===== src/rtl/mem_read_dma.sv =====
// mem_read_dma: Avalon-MM read master that fetches consecutive SDRAM words
// and streams them out through a credit-protected FIFO.
module mem_read_dma #(
    parameter int FIFO_DEPTH  = 8,
    parameter int MAX_PENDING = 4
) (
    input  logic        CLK,
    input  logic        RESET,
    output logic [31:0] AM_ADDR,
    output logic        AM_READ,
    output logic [2:0]  AM_BURSTCOUNT,
    output logic [3:0]  AM_BYTEENABLE,
    input  logic        AM_WAITREQUEST,
    input  logic [31:0] AM_READDATA,
    input  logic        AM_READDATAVALID,
    input  logic        start,
    input  logic [31:0] start_address,
    input  logic [31:0] number_samples,
    output logic [31:0] out_data,
    output logic        out_valid,
    input  logic        out_ready,
    output logic        BUSY,
    output logic        FINISHED
);
    localparam int AW = $clog2(FIFO_DEPTH);
    localparam int CW = AW + 1;
    localparam int PW = $clog2(MAX_PENDING + 1);
    localparam logic [31:0] DEPTH_U = FIFO_DEPTH;
    localparam logic [31:0] MAXP_U = MAX_PENDING;

    typedef enum logic [1:0] {IDLE, ISSUE, DRAIN, FIN} state_t;

    state_t        state_q, state_d;
    logic [31:0]   addr_q, addr_d;
    logic [31:0]   remaining_q, remaining_d;
    logic [PW-1:0] pending_q, pending_d;
    logic [CW-1:0] count_q, count_d;
    logic [AW-1:0] wr_ptr_q, rd_ptr_q;
    logic [31:0]   mem_q [FIFO_DEPTH];
    logic          busy_q, busy_d;
    logic          finished_q, finished_d;
    logic          req, accept, push, pop;

    // pending+count only grows on acceptance, so a stalled request never loses its credit
    assign req = state_q == ISSUE && remaining_q != 0
              && 32'(pending_q) + 32'(count_q) < DEPTH_U
              && 32'(pending_q) < MAXP_U;
    assign accept = req && !AM_WAITREQUEST;
    assign push = (state_q == ISSUE || state_q == DRAIN) && AM_READDATAVALID && pending_q != 0;
    assign pop = count_q != 0 && out_ready;

    assign AM_READ = req;
    assign AM_ADDR = req ? addr_q : 32'h0;
    assign AM_BURSTCOUNT = 3'd1;
    assign AM_BYTEENABLE = 4'hF;
    assign out_valid = count_q != 0;
    assign out_data = mem_q[rd_ptr_q];
    assign BUSY = busy_q;
    assign FINISHED = finished_q;

    always_comb begin
        state_d = state_q;
        addr_d = accept ? addr_q + 32'd4 : addr_q;
        remaining_d = accept ? remaining_q - 32'd1 : remaining_q;
        pending_d = pending_q + PW'(accept) - PW'(push);
        count_d = count_q + CW'(push) - CW'(pop);
        busy_d = busy_q;
        finished_d = finished_q;
        case (state_q)
            IDLE: if (start) begin
                addr_d = start_address & ~32'h3;
                remaining_d = number_samples;
                state_d = ISSUE;
                busy_d = 1'b1;
            end
            ISSUE: if (remaining_d == 0) state_d = DRAIN;
            DRAIN: if (pending_q == 0 && count_q == 0) begin
                state_d = FIN;
                busy_d = 1'b0;
                finished_d = 1'b1;
            end
            FIN: if (!start) begin
                state_d = IDLE;
                finished_d = 1'b0;
            end
        endcase
    end

    always_ff @(posedge CLK) begin
        if (RESET) begin
            state_q <= IDLE;
            addr_q <= '0;
            remaining_q <= '0;
            pending_q <= '0;
            count_q <= '0;
            wr_ptr_q <= '0;
            rd_ptr_q <= '0;
            busy_q <= 1'b0;
            finished_q <= 1'b0;
        end else begin
            state_q <= state_d;
            addr_q <= addr_d;
            remaining_q <= remaining_d;
            pending_q <= pending_d;
            count_q <= count_d;
            wr_ptr_q <= wr_ptr_q + AW'(push);
            rd_ptr_q <= rd_ptr_q + AW'(pop);
            busy_q <= busy_d;
            finished_q <= finished_d;
        end
    end

    always_ff @(posedge CLK) begin
        if (push) mem_q[wr_ptr_q] <= AM_READDATA;
    end

    always_ff @(posedge CLK) begin
        if (!RESET && push && !pop) assert (count_q != CW'(FIFO_DEPTH));
    end
endmodule


===== config.mk =====
export PLATFORM = sky130hd
export DESIGN_NAME = mem_read_dma
export DESIGN_NICKNAME = d
export VERILOG_FILES = /design/src/rtl/mem_read_dma.sv
export SDC_FILE = /design/constraint.sdc
export NUM_CORES = 1
export LEC_CHECK = 0
export ABC_AREA = 1
export CAP_MARGIN = 10
export CORE_MARGIN = 10
export CORE_UTILIZATION = 45
export CTS_BUF_LIST = sky130_fd_sc_hd__clkbuf_4 sky130_fd_sc_hd__clkbuf_8
export CTS_CLUSTER_DIAMETER = 150
export DETAILED_ROUTE_END_ITERATION = 16
export MAX_ROUTING_LAYER = met4
export PLACE_DENSITY = 0.66
export SYNTH_ARGS = -nofsm -noshare
export SYNTH_HDL_FRONTEND = slang
export SYNTH_SLANG_ARGS = --single-unit

===== constraint.sdc =====
create_clock -name CLK -period 3.8 [get_ports CLK]
set_input_delay 0.76 -clock CLK [delete_from_list [all_inputs] [get_ports CLK]]
set_output_delay 0.76 -clock CLK [all_outputs]
set_load 0.02 [all_outputs]

==> metrics.md, run 1 <==
| Metric | Value |
|---|---|
| Final cell area excluding filler cells | `around 19000 um^2` |
| CP cell instances | `buf_12, o21ai_0, o22ai_1, nor2_1, a31oi_1, clkdlybuf4s50_1` |
| Primary FF master, synth | `edfxtp_1` |
| Wire length of the first global-routing pass | `64300 um` |
| Post-Syn Area | `15700 um^2` |
| CP Max Fanout | `69` |
| Nets | `roughly 2000` |
| Port buffer count | `165` |
| Max-Cap Viols | `0` |
| Die height | `207 um` |
| Worst slew pin tran | `between 0.7 and 0.8 ns` |
| Crit path DAT | `approximately 2.9 ns` |
| Biggest area consumer among synthesized cells | `edfxtp_1` |
| Inserted Clock Buffers | `54` |
| Footprint of the multi-input gates | `5520 um^2` |
| Largest net degree at the start of global routing | `between 70 and 80` |
| PwrDens | `about 650 nW/um^2` |
| Final setup fails | `0` |
| Setup Crit Path Kind | `reg2out` |
| Residual DRC | `0` |
| Achievable Freq | `approximately 0.28 GHz` |
| GRT Total Usage | `0.185` |
| Ys async rst share | `0` |
| Vias in the first global route | `roughly 12000` |
| GRT Residual Overflow | `0` |
| Post-Syn Instances | `about 1800` |
| Count leader, synth | `nor2_1` |
| Post-synthesis register bit count | `about 340` |
| Post-DRT Antenna Nets | `0` |
| Worst hold path type | `reg2reg` |
| Final Max Slew Viols | `0` |
| Critical path endpoint category | `output pin` |
| Required time worst endpoint | `approximately 3 ns` |
| Worst-case clock skew | `approximately 0.032 ns` |
| CTS root buffer | `clkbuf_8` |
| CTS Buffer Depth | `3` |
| Period utilization | `0.951` |
| Core area | `about 35000 um^2` |
| Worst path buffer plus inverter count | `2` |
| Post-DP HPWL | `approximately 25000 um` |
| LEAKAGE | `about 7.7 nW` |
| Slowest stage delay, CP | `slightly below 0.7 ns` |
| Syn avg cell area | `between 8 and 9 um^2` |
| Seq/Total Area, Yosys | `0.589` |
| Seq. cell area | `9270 um^2` |
| DRT Wirelength | `approximately 40000 um` |
| Routability cong. | `0.946` |
| Placed cell area | `approximately 18000 um^2` |
| Fin crit period | `~3.6 ns` |
| IO Pins | `177` |
| Die width | `roughly 210 um` |
| CP Launch Type | `flop` |
| Area Growth Syn to Fin | `21.0%` |
| Top cell type's share of synthesized area | `0.488` |
| Layout cells sized above 1 | `0.0801` |
| Clock slew at reported path FFs | `roughly 0.060 ns` |
| Die area | `around 43000 um^2` |
| Top delay family on crit path | `buffers and inverters` |
| Filler Cell Count | `between 3000 and 4000` |
| Sinks on Clock Net | `between 300 and 400` |
| Via Count | `12400` |
| Setup_tns | `0 ns` |
| Initial core utilization | `0.456` |
| Maximum vdd drop | `0.000349 V` |
| Top post-synthesis cells by area | `edfxtp_1 49%, nor2_1 11%, dfxtp_1 10%` |
| Post-cts hold buffer count | `0` |
| Initial DRC count | `just under 800` |
| Commonest cells in the synthesized netlist | `476 x nor2_1, 256 x edfxtp_1, 240 x nand2_1, 193 x o21ai_0, 171 x inv_1` |
| Netlist cell types | `43` |
| CTS tree | `done` |
| Synth warn | `0` |
| DR WL/cell | `about 16 um` |
| RSZ-0062 raised after global routing | `no` |
| Number of flops mapped to enable cells by yosys | `256` |
| Slowest-stage cell, CP | `clkdlybuf4s50_1` |
| First-pass iteration count of the detailed router | `5` |
| Clk_lat worst skew | `0.62 ns` |
| H-tree depth | `2` |
| Final hold viol count | `0` |
| Outcome | `complete, no violations` |
| Max_slew headroom | `0.492` |
| Drt via density | `between 5 and 6` |
| FP Rows | `between 60 and 70` |
| Initial antenna violation count | `2` |
==> cell usage in the layout (no fill, tap or decap), types with 4 or more instances in the layout <==
cell type / Yosys / final
buf_4: 10 / 22
nor4_1: 4 / 4
nor3_1: 11 / 11
inv_1: 171 / 169
o221ai_1: 5 / 5
nand3b_1: 5 / 5
conb_1: 2 / 9
ha_1: 19 / 19
a31oi_1: 32 / 32
nand2_1: 240 / 239
buf_12: 0 / 7
o21ai_0: 193 / 193
clkbuf_8: 0 / 57
dfxtp_1: 79 / 77
nand4_1: 16 / 16
nand2_2: 3 / 4
clkinv_2: 0 / 6
edfxtp_1: 256 / 256
o211ai_1: 6 / 6
nor2_1: 476 / 468
dlygate4sd2_1: 0 / 29
nand3_1: 52 / 52
nor2_2: 9 / 8
clkinv_1: 1 / 14
xnor2_1: 4 / 4
clkbuf_4: 0 / 18
nor2_4: 1 / 10
a21oi_1: 7 / 7
clkdlybuf4s50_1: 0 / 133
o22ai_1: 32 / 32
xor2_1: 24 / 24
==> power by group <==
part | internal, W | leakage (nW) | switching (W) | total [W]
Combinational | 0.00170 | 4.15 | 0.00299 | 0.00469
Clock | 0.00164 | 0.572 | 0.00141 | 0.00305
Sequential | 0.00427 | 2.96 | 0.000315 | 0.00459
==> layout make-up <==
class | count | area share
repair inverters | 1 | 0.000394
clock inverters | 24 | 0.00795
diodes | 2 | 0.000263
well taps | 455 | 0.0299
clock buffers | 75 | 0.0483
inverters | 174 | 0.0346
repair buffers | 196 | 0.102
multi-input cells | 1167 | 0.290
flip-flops and latches | 335 | 0.487
==> layer usage <==
metal / global-route usage / vias to the layer above / share of wire
li1: - / 6175 / -
met1: 0.232 / 5795 / 0.44
met2: 0.296 / 387 / 0.46
met3: 0.0408 / 64 / 0.071
met4: 0.0537 / 0 / 0.021
met5: - / - / 0
==> timing repair <==
item / 4_1_cts / 5_1_grt
gates resized for setup: 35 / 4
cloned: 1 / 0
hold endpoints to repair: 0 / 0
buffers inserted: 3 / 1
pin swaps: 0 / 0
endpoints found under the setup margin: 30 / 29
==> through the flow <==
| stage | instances | setup WS (ns) | total power [W] | util | hold WS [ns] |
|---|---|---|---|---|---|
| 6_report | 2429 | 0.185 | 0.0123 | 0.551 | 0.483 |
| 5_1_grt | 2429 | 0.0127 | 0.0132 | 0.551 | 0.521 |
| 4_1_cts | 2426 | 0.0202 | 0.0124 | 0.551 | 0.489 |
| 3_5_place_dp | 2323 | 0.325 | 0.00930 | 0.520 | 0.468 |
| 3_3_place_gp | 2323 | 0.394 | 0.00922 | 0.520 | 0.468 |
| 2_1_floorplan | 1765 | 0.820 | 0.00770 | - | 0.459 |
==> tightest hold or removal path, stage by stage (launching register included) <==
cell,delay (ns)
dfxtp_1,0.31
o31ai_1,0.06
a21oi_1,0.06
==> kinds of logic (layout without fill, tap and decap cells) <==
| logic type | after synthesis | after routing | synth area share |
|---|---|---|---|
| buffers and inverters | 263 | 470 | 0.0668 |
| other | 2 | 11 | 0.000477 |
| XOR/XNOR | 28 | 28 | 0.0156 |
| adder cells (fa/ha/maj) | 21 | 21 | 0.0176 |
| AO/OA/AOI/OAI | 283 | 283 | 0.0984 |
| AND/OR/NAND/NOR | 826 | 826 | 0.212 |
| flip-flops | 335 | 335 | 0.589 |
==> sequential cells by signal, indices dropped and copies added (netlist names), 2 cells and up <==
name	count
addr_q	30
remaining_q	32
count_q	4
pending_q	3
rd_ptr_q	3
state_q	2
wr_ptr_q	3
mem_q	256
==> path summary, 6_finish.rpt <==
check        slack (ns)                    from  cells after the start                       to
max                0.19  rd_ptr_q[0]$_SDFF_PP0_                      6             out_data[20]
min                0.48       BUSY$_SDFFE_PP0P_                      2        BUSY$_SDFFE_PP0P_
max reg2reg        0.90   count_q[1]$_SDFF_PP0_                     16  state_q[1]$_SDFFE_PP0P_
min reg2reg        0.48       BUSY$_SDFFE_PP0P_                      2        BUSY$_SDFFE_PP0P_
Power figures use the tool's default switching activity.
==> run 2: changes to the inputs <==
--- a/config.mk
+++ b/config.mk
@@ -6,7 +6,7 @@
 export NUM_CORES = 1
 export LEC_CHECK = 0
 export ABC_AREA = 1
-export CAP_MARGIN = 10
+export CAP_MARGIN = 20
 export CORE_MARGIN = 10
 export CORE_UTILIZATION = 45
 export CTS_BUF_LIST = sky130_fd_sc_hd__clkbuf_4 sky130_fd_sc_hd__clkbuf_8
==> constraint.sdc (replaced) <==
create_clock -name CLK -period 3.4 [get_ports CLK]
set_input_delay 0.68 -clock CLK [delete_from_list [all_inputs] [get_ports CLK]]
set_output_delay 0.68 -clock CLK [all_outputs]
set_load 0.02 [all_outputs]
==> run 2 against run 1 <==
Clock-buffer cell count is 3 higher. Non-clock buffer count is 8 higher. Design area is 1.2% higher. Global-route usage is 0.077 points lower. Worst hold slack better by 0.0086 ns. Worst setup slack worse by 0.098 ns. Via count is 0.61% lower. Register-to-register slack worse by 0.24 ns. Critical path type unchanged. Largest power group unchanged.
==> metrics.md, run 2 (synthesized netlist as in run 1, its figures left out) <==
| Metric | Value |
|---|---|
| Port buffer count | `165 (unchanged)` |
| Clock share of power | `0.276 (+0.028)` |
| Switch share | `0.371 (-0.0113)` |
| H-tree depth | `2 (unchanged)` |
| Maximum vdd drop | `0.000398 V (+14%)` |
| Commonest non-fill, non-tap cell in the layout | `nor2_1` |
| Internal power | `0.00897 W (+18%)` |
| Setup Crit Path Kind | `reg2out` |
| IO Pins | `177 (unchanged)` |
| RSZ-0062 raised after global routing | `no` |
| Clk_lat worst skew | `0.62 ns (about the same)` |
| Max_slew headroom | `0.485 (-0.00739)` |
| Die area | `42900 um^2 (unchanged)` |
| Drt via density | `5.07 (-0.86%)` |
| Wire length of the first global-routing pass | `63900 um (-0.67%)` |
| DR WL/cell | `16.3 um (-0.37%)` |
| Sinks on Clock Net | `335 (unchanged)` |
| Inserted Clock Buffers | `54 (unchanged)` |
| Min-delay src | `BUSY$_SDFFE_PP0P_` |
| Post-DP HPWL | `25300 um (+2.3%)` |
| CTS root buffer | `clkbuf_8` |
| PwrDens | `740 nW/um^2 (+14%)` |
| Hold depth | `2 (unchanged)` |
| Most frequent cells in the layout | `467 x nor2_1, 256 x edfxtp_1, 239 x nand2_1` |
| FP Rows | `68 (unchanged)` |
| Required time worst endpoint | `2.72 ns (-0.32 ns)` |
| Largest net degree at the start of global routing | `69 (-10%)` |
| Worst hold path type | `reg2reg` |
| Initial DRC count | `759 (-2.3%)` |
| Via Count | `12300 (-0.61%)` |
| Reg2reg setup slack | `0.66 ns (-0.24 ns)` |
| Crit path DAT | `2.63 ns (-0.22 ns)` |
| GRT Total Usage | `0.185 (-0.000773)` |
| DRT Wirelength | `39800 um (-0.12%)` |
| Net switching power | `0.00529 W (+12%)` |
| Number of flip-flops in the largest register | `256 (unchanged)` |
| Setup_tns | `0 ns (unchanged)` |
| R2R Path End | `addr_q[29]$_SDFF_PP0_` |
| CP Launch Type | `flop` |
| R2r worst-path depth | `15 (-1)` |
| CTS tree | `done` |
| Initial core utilization | `0.456 (unchanged)` |
| Final Max Slew Viols | `0 (unchanged)` |
| GRT Residual Overflow | `0 (unchanged)` |
| Residual DRC | `0 (unchanged)` |
| WHS Endpoint | `BUSY$_SDFFE_PP0P_` |
| Post-DRT Antenna Nets | `0 (unchanged)` |
| Area Growth Syn to Fin | `22.5%` |
| Outcome | `complete, no violations` |
| Final hold viol count | `0 (unchanged)` |
| CP Max Fanout | `65 (-5.8%)` |
| Period utilization | `0.974` |
| Vias in the first global route | `12300 (-0.47%)` |
| Die width | `207 um (unchanged)` |
| Gate power share | `0.365 (-0.016)` |
| Post-cts hold buffer count | `0 (unchanged)` |
| Achievable Freq | `0.302 GHz` |
| Critical R2R Launch | `pending_q[1]$_SDFF_PP0_` |
| Critical path endpoint category | `output pin` |
| Layout cells sized above 1 | `0.0976 (+0.0175)` |
| Design Power | `0.0143 W (+16%)` |
| Fin crit period | `approximately 3.3 ns` |
| Routability cong. | `0.927 (-2.1%)` |
| Final setup fails | `0 (unchanged)` |
| Nets | `2059 (+0.34%)` |
| Largest reg by FF count | `mem_q` |
| Clock slew at reported path FFs | `0.06 ns (about the same)` |
| Worst slew pin tran | `0.770 ns (+0.00836 ns)` |
| Regs by FF count | `mem_q: 256 flops, remaining_q: 32 flops, addr_q: 30 flops` |
| First-pass iteration count of the detailed router | `5 (unchanged)` |
| Initial antenna violation count | `2 (unchanged)` |
| Die height | `207 um (unchanged)` |
| Flop pwr share | `0.359 (-0.013)` |
| LEAKAGE | `7.74 nW (+0.77%)` |
| Core area | `34500 um^2 (unchanged)` |
| Worst-case clock skew | `0.0384 ns (+0.00594 ns)` |
| Max-Cap Viols | `0 (unchanged)` |
| CTS Buffer Depth | `3 (unchanged)` |
## run 2: cell type report
type | count | area [um^2]
clock inverters | 20 | 270
fillers | 3073 | 15300
flip-flops and latches | 335 | 9280
well taps | 455 | 569
clock buffers | 78 | 973
diodes | 2 | 5.00
repair buffers | 204 | 2010
inverters | 174 | 657
multi-input cells | 1167 | 5510
## run 2: worst max path at each step
stage | from | endpoint
2_1_floorplan | state_q[0]$_SDFFE_PP0P_ | mem_q[0][0]$_DFFE_PP_
3_3_place_gp | pending_q[1]$_SDFF_PP0_ | AM_ADDR[27]
3_5_place_dp | pending_q[1]$_SDFF_PP0_ | AM_ADDR[27]
4_1_cts | pending_q[1]$_SDFF_PP0_ | AM_ADDR[5]
5_1_grt | pending_q[1]$_SDFF_PP0_ | AM_ADDR[26]
6_report | rd_ptr_q[1]$_SDFF_PP0_ | out_data[14]
## run 2: repair_timing
| item | CTS | global route |
|---|---|---|
| buffers inserted | 0 | 1 |
| hold endpoints to repair | 0 | 0 |
| setup endpoints to repair | 42 | 47 |
| pin swaps | 0 | 0 |
| gates resized for setup | 43 | 53 |
## run 2: through the flow
step                       util  instances  hold slack [ns]  cell area [um^2]  setup slack [ns]
after floorplan               -       1765            0.459             15800             0.476
after global placement    0.524       2334            0.467             18100             0.412
after detailed placement  0.524       2334            0.479             18100             0.389
after CTS                 0.559       2432            0.497             19300           0.00313
after global routing      0.558       2435            0.520             19300          0.000889
final                     0.558       2435            0.492             19300            0.0874
## run 2: critical path, cell delays in order, from the launching register on
cell and delay, ns:
dfxtp_2 0.37, buf_12 0.31, o21ai_0 0.15, o22ai_1 0.17, nor2_1 0.07, a31oi_1 0.25, clkdlybuf4s50_1 0.66
## run 2: power groups by stage
stage	Clock, W	Combinational, W	Sequential (W)
3_3_place_gp	0	0.00518	0.00519
4_1_cts	0.00403	0.00521	0.00513
3_5_place_dp	0	0.00525	0.00520
5_1_grt	0.00422	0.00588	0.00517
2_1_floorplan	0	0.00352	0.00509
6_report	0.00394	0.00520	0.00512
## run 2: per-layer routing
metal | vias up | global-route usage | wire length [um]
met5 | - | - | 0
met4 | 0 | 0.0477 | 655
met3 | 57 | 0.0453 | 2840
met2 | 379 | 0.291 | 18300
met1 | 5721 | 0.234 | 18000
li1 | 6188 | - | -
==> variant 1, RTL diff (config.mk and constraints of run 1) <==
`addr_q` no longer has a reset.
--- a/src/rtl/mem_read_dma.sv
+++ b/src/rtl/mem_read_dma.sv
@@ -89,7 +89,6 @@
     always_ff @(posedge CLK) begin
         if (RESET) begin
             state_q <= IDLE;
-            addr_q <= '0;
             remaining_q <= '0;
             pending_q <= '0;
             count_q <= '0;
@@ -99,7 +98,6 @@
             finished_q <= 1'b0;
         end else begin
             state_q <= state_d;
-            addr_q <= addr_d;
             remaining_q <= remaining_d;
             pending_q <= pending_d;
             count_q <= count_d;
@@ -111,6 +109,10 @@
     end
 
     always_ff @(posedge CLK) begin
+        addr_q <= addr_d;
+    end
+
+    always_ff @(posedge CLK) begin
         if (push) mem_q[wr_ptr_q] <= AM_READDATA;
     end
 
Function: same outputs for any inputs over 4 cycles, from zero or initial values and one cycle with RESET high; that may be too few to reach the edited logic, so the function may still have changed.
==> variant 1 against run 1 <==
Worst setup slack worse by 0.042 ns. Sequential cell count unchanged. Routed wire length down 0.61%. Final area up 0.91%. Global-route usage up 0.29 points. Synthesized area about the same. Total power up 8.0%.
==> variant 1: results (changes against run 1) <==
.. list-table::
   :header-rows: 1

   * - Metric
     - Value
   * - Outcome
     - finished clean (unchanged)
   * - Half-perimeter wire length of the detailed placement result
     - 24,850 um (was 24,790 um)
   * - Met2 layer wire length in the routed design
     - 19,260 um (was 18,480 um)
   * - Number of nets in the layout
     - 2,029 (was 2,052)
   * - Aggregate routed wire length
     - 39,590 um (was 39,830 um)
   * - Overall routing resource usage
     - 0.1884 (was 0.1854)
   * - Non-clock inverter count
     - 174 (was 175)
   * - Layout cells sized above 1
     - 0.08504 (was 0.08012)
   * - Layout non-clock buf frac
     - 0.1047 (was 0.1018)
   * - CP Capture Point
     - AM_READ (was out_data[20])
   * - Pre-CTS setup slack
     - 0.4008 ns (was 0.3249 ns)
   * - Final clock period utilization by the worst path
     - 0.9622 (was 0.9512)
   * - Final clock skew
     - 0.03925 ns (was 0.03244 ns)
   * - Multi-input gate area in the final layout
     - 0.005528 sq mm (was 0.005524 sq mm)
   * - Number of multi-input combinational cells in the layout
     - 1,144 (was 1,167)
   * - Switching portion of total power
     - 0.3888 (was 0.3824)
   * - Initial DRC count
     - 752 (was 777)
   * - Met3 Track Usage GR
     - 0.04089 (was 0.04076)
   * - Antenna violations before repair
     - 3 (was 2)
   * - Synth area leaders
     - sky130_fd_sc_hd__edfxtp_1 (49%), sky130_fd_sc_hd__nor2_1 (10%), sky130_fd_sc_hd__dfxtp_1 (10%) (was sky130_fd_sc_hd__edfxtp_1 (49%), sky130_fd_sc_hd__nor2_1 (11%), sky130_fd_sc_hd__dfxtp_1 (10%))
   * - Routability Congestion
     - 0.9606 (was 0.9460)
   * - RR Endpoint
     - state_q[0] (was state_q[1])
   * - Origin of the critical flop-to-flop path
     - remaining_q[0] (was count_q[1])
   * - Commonest cells in the netlist
     - sky130_fd_sc_hd__nor2_1 (440), sky130_fd_sc_hd__edfxtp_1 (256), sky130_fd_sc_hd__nand2_1 (243) (was sky130_fd_sc_hd__nor2_1 (476), sky130_fd_sc_hd__edfxtp_1 (256), sky130_fd_sc_hd__nand2_1 (240))
   * - Number of distinct library cell variants in the gate-level netlist after synthesis
     - 41 (was 43)
   * - Actual slew at the worst max-slew pin
     - 1.093 ns (was 0.7620 ns)
   * - Number of cells on the worst reg-to-reg path
     - 19 (was 16)
   * - Layout clock buffer count
     - 73 (was 75)
   * - Delay of the slowest critical-path stage
     - 0.66 ns (was 0.69 ns)
   * - Met1 demand-to-capacity share in global routing
     - 0.2287 (was 0.2321)
   * - Worst-path fanout max
     - 19 (was 69)
   * - Leakage power summed over all cells
     - 7.957 nW (was 7.677 nW)
   * - Global-route track usage on met2
     - 0.3134 (was 0.2964)
[variant 1: through the flow]
step	utilization	cell area [sq um]	hold slack, ns	std cells
2_1_floorplan	-	15760	0.4689	1737
3_3_place_gp	0.5201	17960	0.4602	2300
3_5_place_dp	0.5201	17960	0.4853	2300
4_1_cts	0.5549	19170	0.4939	2406
5_1_grt	0.5564	19220	0.5162	2410
6_report	0.5565	19220	0.4859	2411
[variant 1: how the worst min path moves through the flow]
stage,start,to,slack (ns),cells after the start
2_1_floorplan,pending_q[2],pending_q[2],0.47,1
3_3_place_gp,FINISHED,FINISHED,0.46,2
3_5_place_dp,FINISHED,FINISHED,0.49,2
4_1_cts,FINISHED,FINISHED,0.49,2
5_1_grt,FINISHED,FINISHED,0.52,2
6_report,FINISHED,FINISHED,0.49,2
[variant 1: power by group through the flow]
| stage | sequential (mW) | clock (mW) | combinational (mW) |
|---|---|---|---|
| 2_1_floorplan | 4.70 | 0 | 3.58 |
| 3_3_place_gp | 4.77 | 0 | 5.27 |
| 3_5_place_dp | 4.79 | 0 | 5.34 |
| 4_1_cts | 4.71 | 3.35 | 5.38 |
| 5_1_grt | 4.77 | 3.53 | 5.99 |
| 6_report | 4.72 | 3.27 | 5.34 |
[variant 1: cell families after synthesis]
logic type               count (synthesis)  synth area share
flip-flops                             335            0.5891
AO/OA/AOI/OAI                          272           0.09439
XOR/XNOR                                32           0.01781
multiplexers                            14          0.008906
buffers and inverters                  258           0.06553
other                                    2         0.0004773
AND/OR/NAND/NOR                        796            0.2061
adder cells (fa/ha/maj)                 21           0.01765
[variant 1: timing repair]
action / in CTS / in global routing
gates cloned: 1 / 0
endpoints found under the setup margin: 30 / 16
pin swaps: 1 / 1
buffers inserted: 3 / 1
resized for setup: 18 / 16
==> variant 2, RTL diff (config.mk and constraints of run 1) <==
Without the edit above. The parameter `FIFO_DEPTH` goes from 8 to 16.
--- a/src/rtl/mem_read_dma.sv
+++ b/src/rtl/mem_read_dma.sv
@@ -1,7 +1,7 @@
 // mem_read_dma: Avalon-MM read master that fetches consecutive SDRAM words
 // and streams them out through a credit-protected FIFO.
 module mem_read_dma #(
-    parameter int FIFO_DEPTH  = 8,
+    parameter int FIFO_DEPTH  = 16,
     parameter int MAX_PENDING = 4
 ) (
     input  logic        CLK,
Formal check against the unedited RTL: no difference found for any inputs over 4 cycles, from zero or initial values and one cycle with RESET high; that may be too few to reach the edited logic, so the function may still have changed.
==> variant 2 against run 1 <==
Non-clock buffer count grew 36. Final area grew 64%. Sequential share of layout area grew 5.8 points. Total power grew 56%. Cell count grew 40%. Routed wire length grew 67%. Sequential cell count grew 259. Highest routed layer unchanged. Fmax grew 0.35%. Worst setup slack gained 0.013 ns. Synthesized area grew 67%.
==> variant 2: results (changes against run 1) <==
.. list-table::
   :header-rows: 1

   * - Metric
     - Value
   * - Outcome
     - finished clean (unchanged)
   * - Clk pwr share
     - 0.286 (was 0.248)
   * - Mean routed wirelength per cell
     - 19.55 um (was 16.40 um)
   * - DP Cell Count
     - 3,212 (was 2,323)
   * - Xor/xnor share of the synthesized area
     - 0.01199 (was 0.01558)
   * - Flop-to-flop setup slack
     - 0.61 ns (was 0.90 ns)
   * - First-pass GRT wire length
     - 101,600 um (was 64,330 um)
   * - Number of distinct library cell variants in the gate-level netlist after synthesis
     - 36 (was 43)
   * - Overall routing resource usage
     - 0.1973 (was 0.1854)
   * - Count of cells resized by post-cts repair
     - 16 (was 35)
   * - Area after DPL
     - 0.02910 sq mm (was 0.01795 sq mm)
   * - Skew-Pair Late Insertion Delay
     - 0.70 ns (was 0.62 ns)
   * - Total via count after detailed routing
     - 17,930 (was 12,420)
   * - Final clock skew
     - 0.03146 ns (was 0.03244 ns)
   * - Pwr Density
     - 617.2 mW/mm^2 (was 647.5 mW/mm^2)
   * - Compound-gate portion of the synthesized area
     - 0.1147 (was 0.09839)
   * - Initial DRC count
     - 1,540 (was 777)
   * - Maximum ir drop on the vdd rail
     - 401.3 uV (was 348.6 uV)
   * - Total CTS buffers
     - 97 (was 54)
   * - Post-CTS repair timing setup buffer count
     - 6 (was 3)
   * - Adder-cell share of the synthesized area
     - 0.01152 (was 0.01764)
   * - Origin of the critical flop-to-flop path
     - remaining_q[0] (was count_q[1])
   * - Per-instance average area after synthesis
     - 11.15 sq um (was 8.956 sq um)
   * - Synth area leaders
     - sky130_fd_sc_hd__edfxtp_1 (58%), sky130_fd_sc_hd__dfxtp_1 (6.2%), sky130_fd_sc_hd__mux2i_1 (4.9%) (was sky130_fd_sc_hd__edfxtp_1 (49%), sky130_fd_sc_hd__nor2_1 (11%), sky130_fd_sc_hd__dfxtp_1 (10%))
   * - Global-route track usage on met2
     - 0.3158 (was 0.2964)
   * - Count of placed standard cells in the final layout, fillers left out
     - 3,403 (was 2,429)
   * - Met1 demand-to-capacity share in global routing
     - 0.2501 (was 0.2321)
   * - Share of total power in combinational logic
     - 0.314 (was 0.381)
   * - Maximum number of pins on one net before global-route repair
     - 95 (was 77)
   * - Tightest hold margin
     - 0.4885 ns (was 0.4830 ns)
   * - Delay of the slowest critical-path stage
     - 0.64 ns (was 0.69 ns)
   * - Number of cells on the worst reg-to-reg path
     - 21 (was 16)
   * - Met3 Track Usage GR
     - 0.04192 (was 0.04076)
[variant 2: changes by cell type after synthesis, moves of 11 or more]
cell                              run 1  this run
sky130_fd_sc_hd__a21oi_1              7       140
sky130_fd_sc_hd__a31oi_1             32         0
sky130_fd_sc_hd__buf_2                4        17
sky130_fd_sc_hd__clkbuf_1            61        95
sky130_fd_sc_hd__edfxtp_1           256       512
sky130_fd_sc_hd__inv_1              171       317
sky130_fd_sc_hd__mux2i_1              0       128
sky130_fd_sc_hd__nand2_1            240       276
sky130_fd_sc_hd__nand3_1             52        95
sky130_fd_sc_hd__nor2_1             476       190
sky130_fd_sc_hd__o211ai_1             6       165
sky130_fd_sc_hd__o22ai_1             32         0
sky130_fd_sc_hd__xnor2_1              4        15
[variant 2: final cells by class]
cell class	instances	area [sq um]
fill	4922	26570
sequential	594	17030
multi-input combinational	1313	7650
timing repair buffer	232	2439
clock buffer	141	1690
inverter	324	1220
tap	765	957.2
clock inverter	32	241.5
antenna	2	5.005
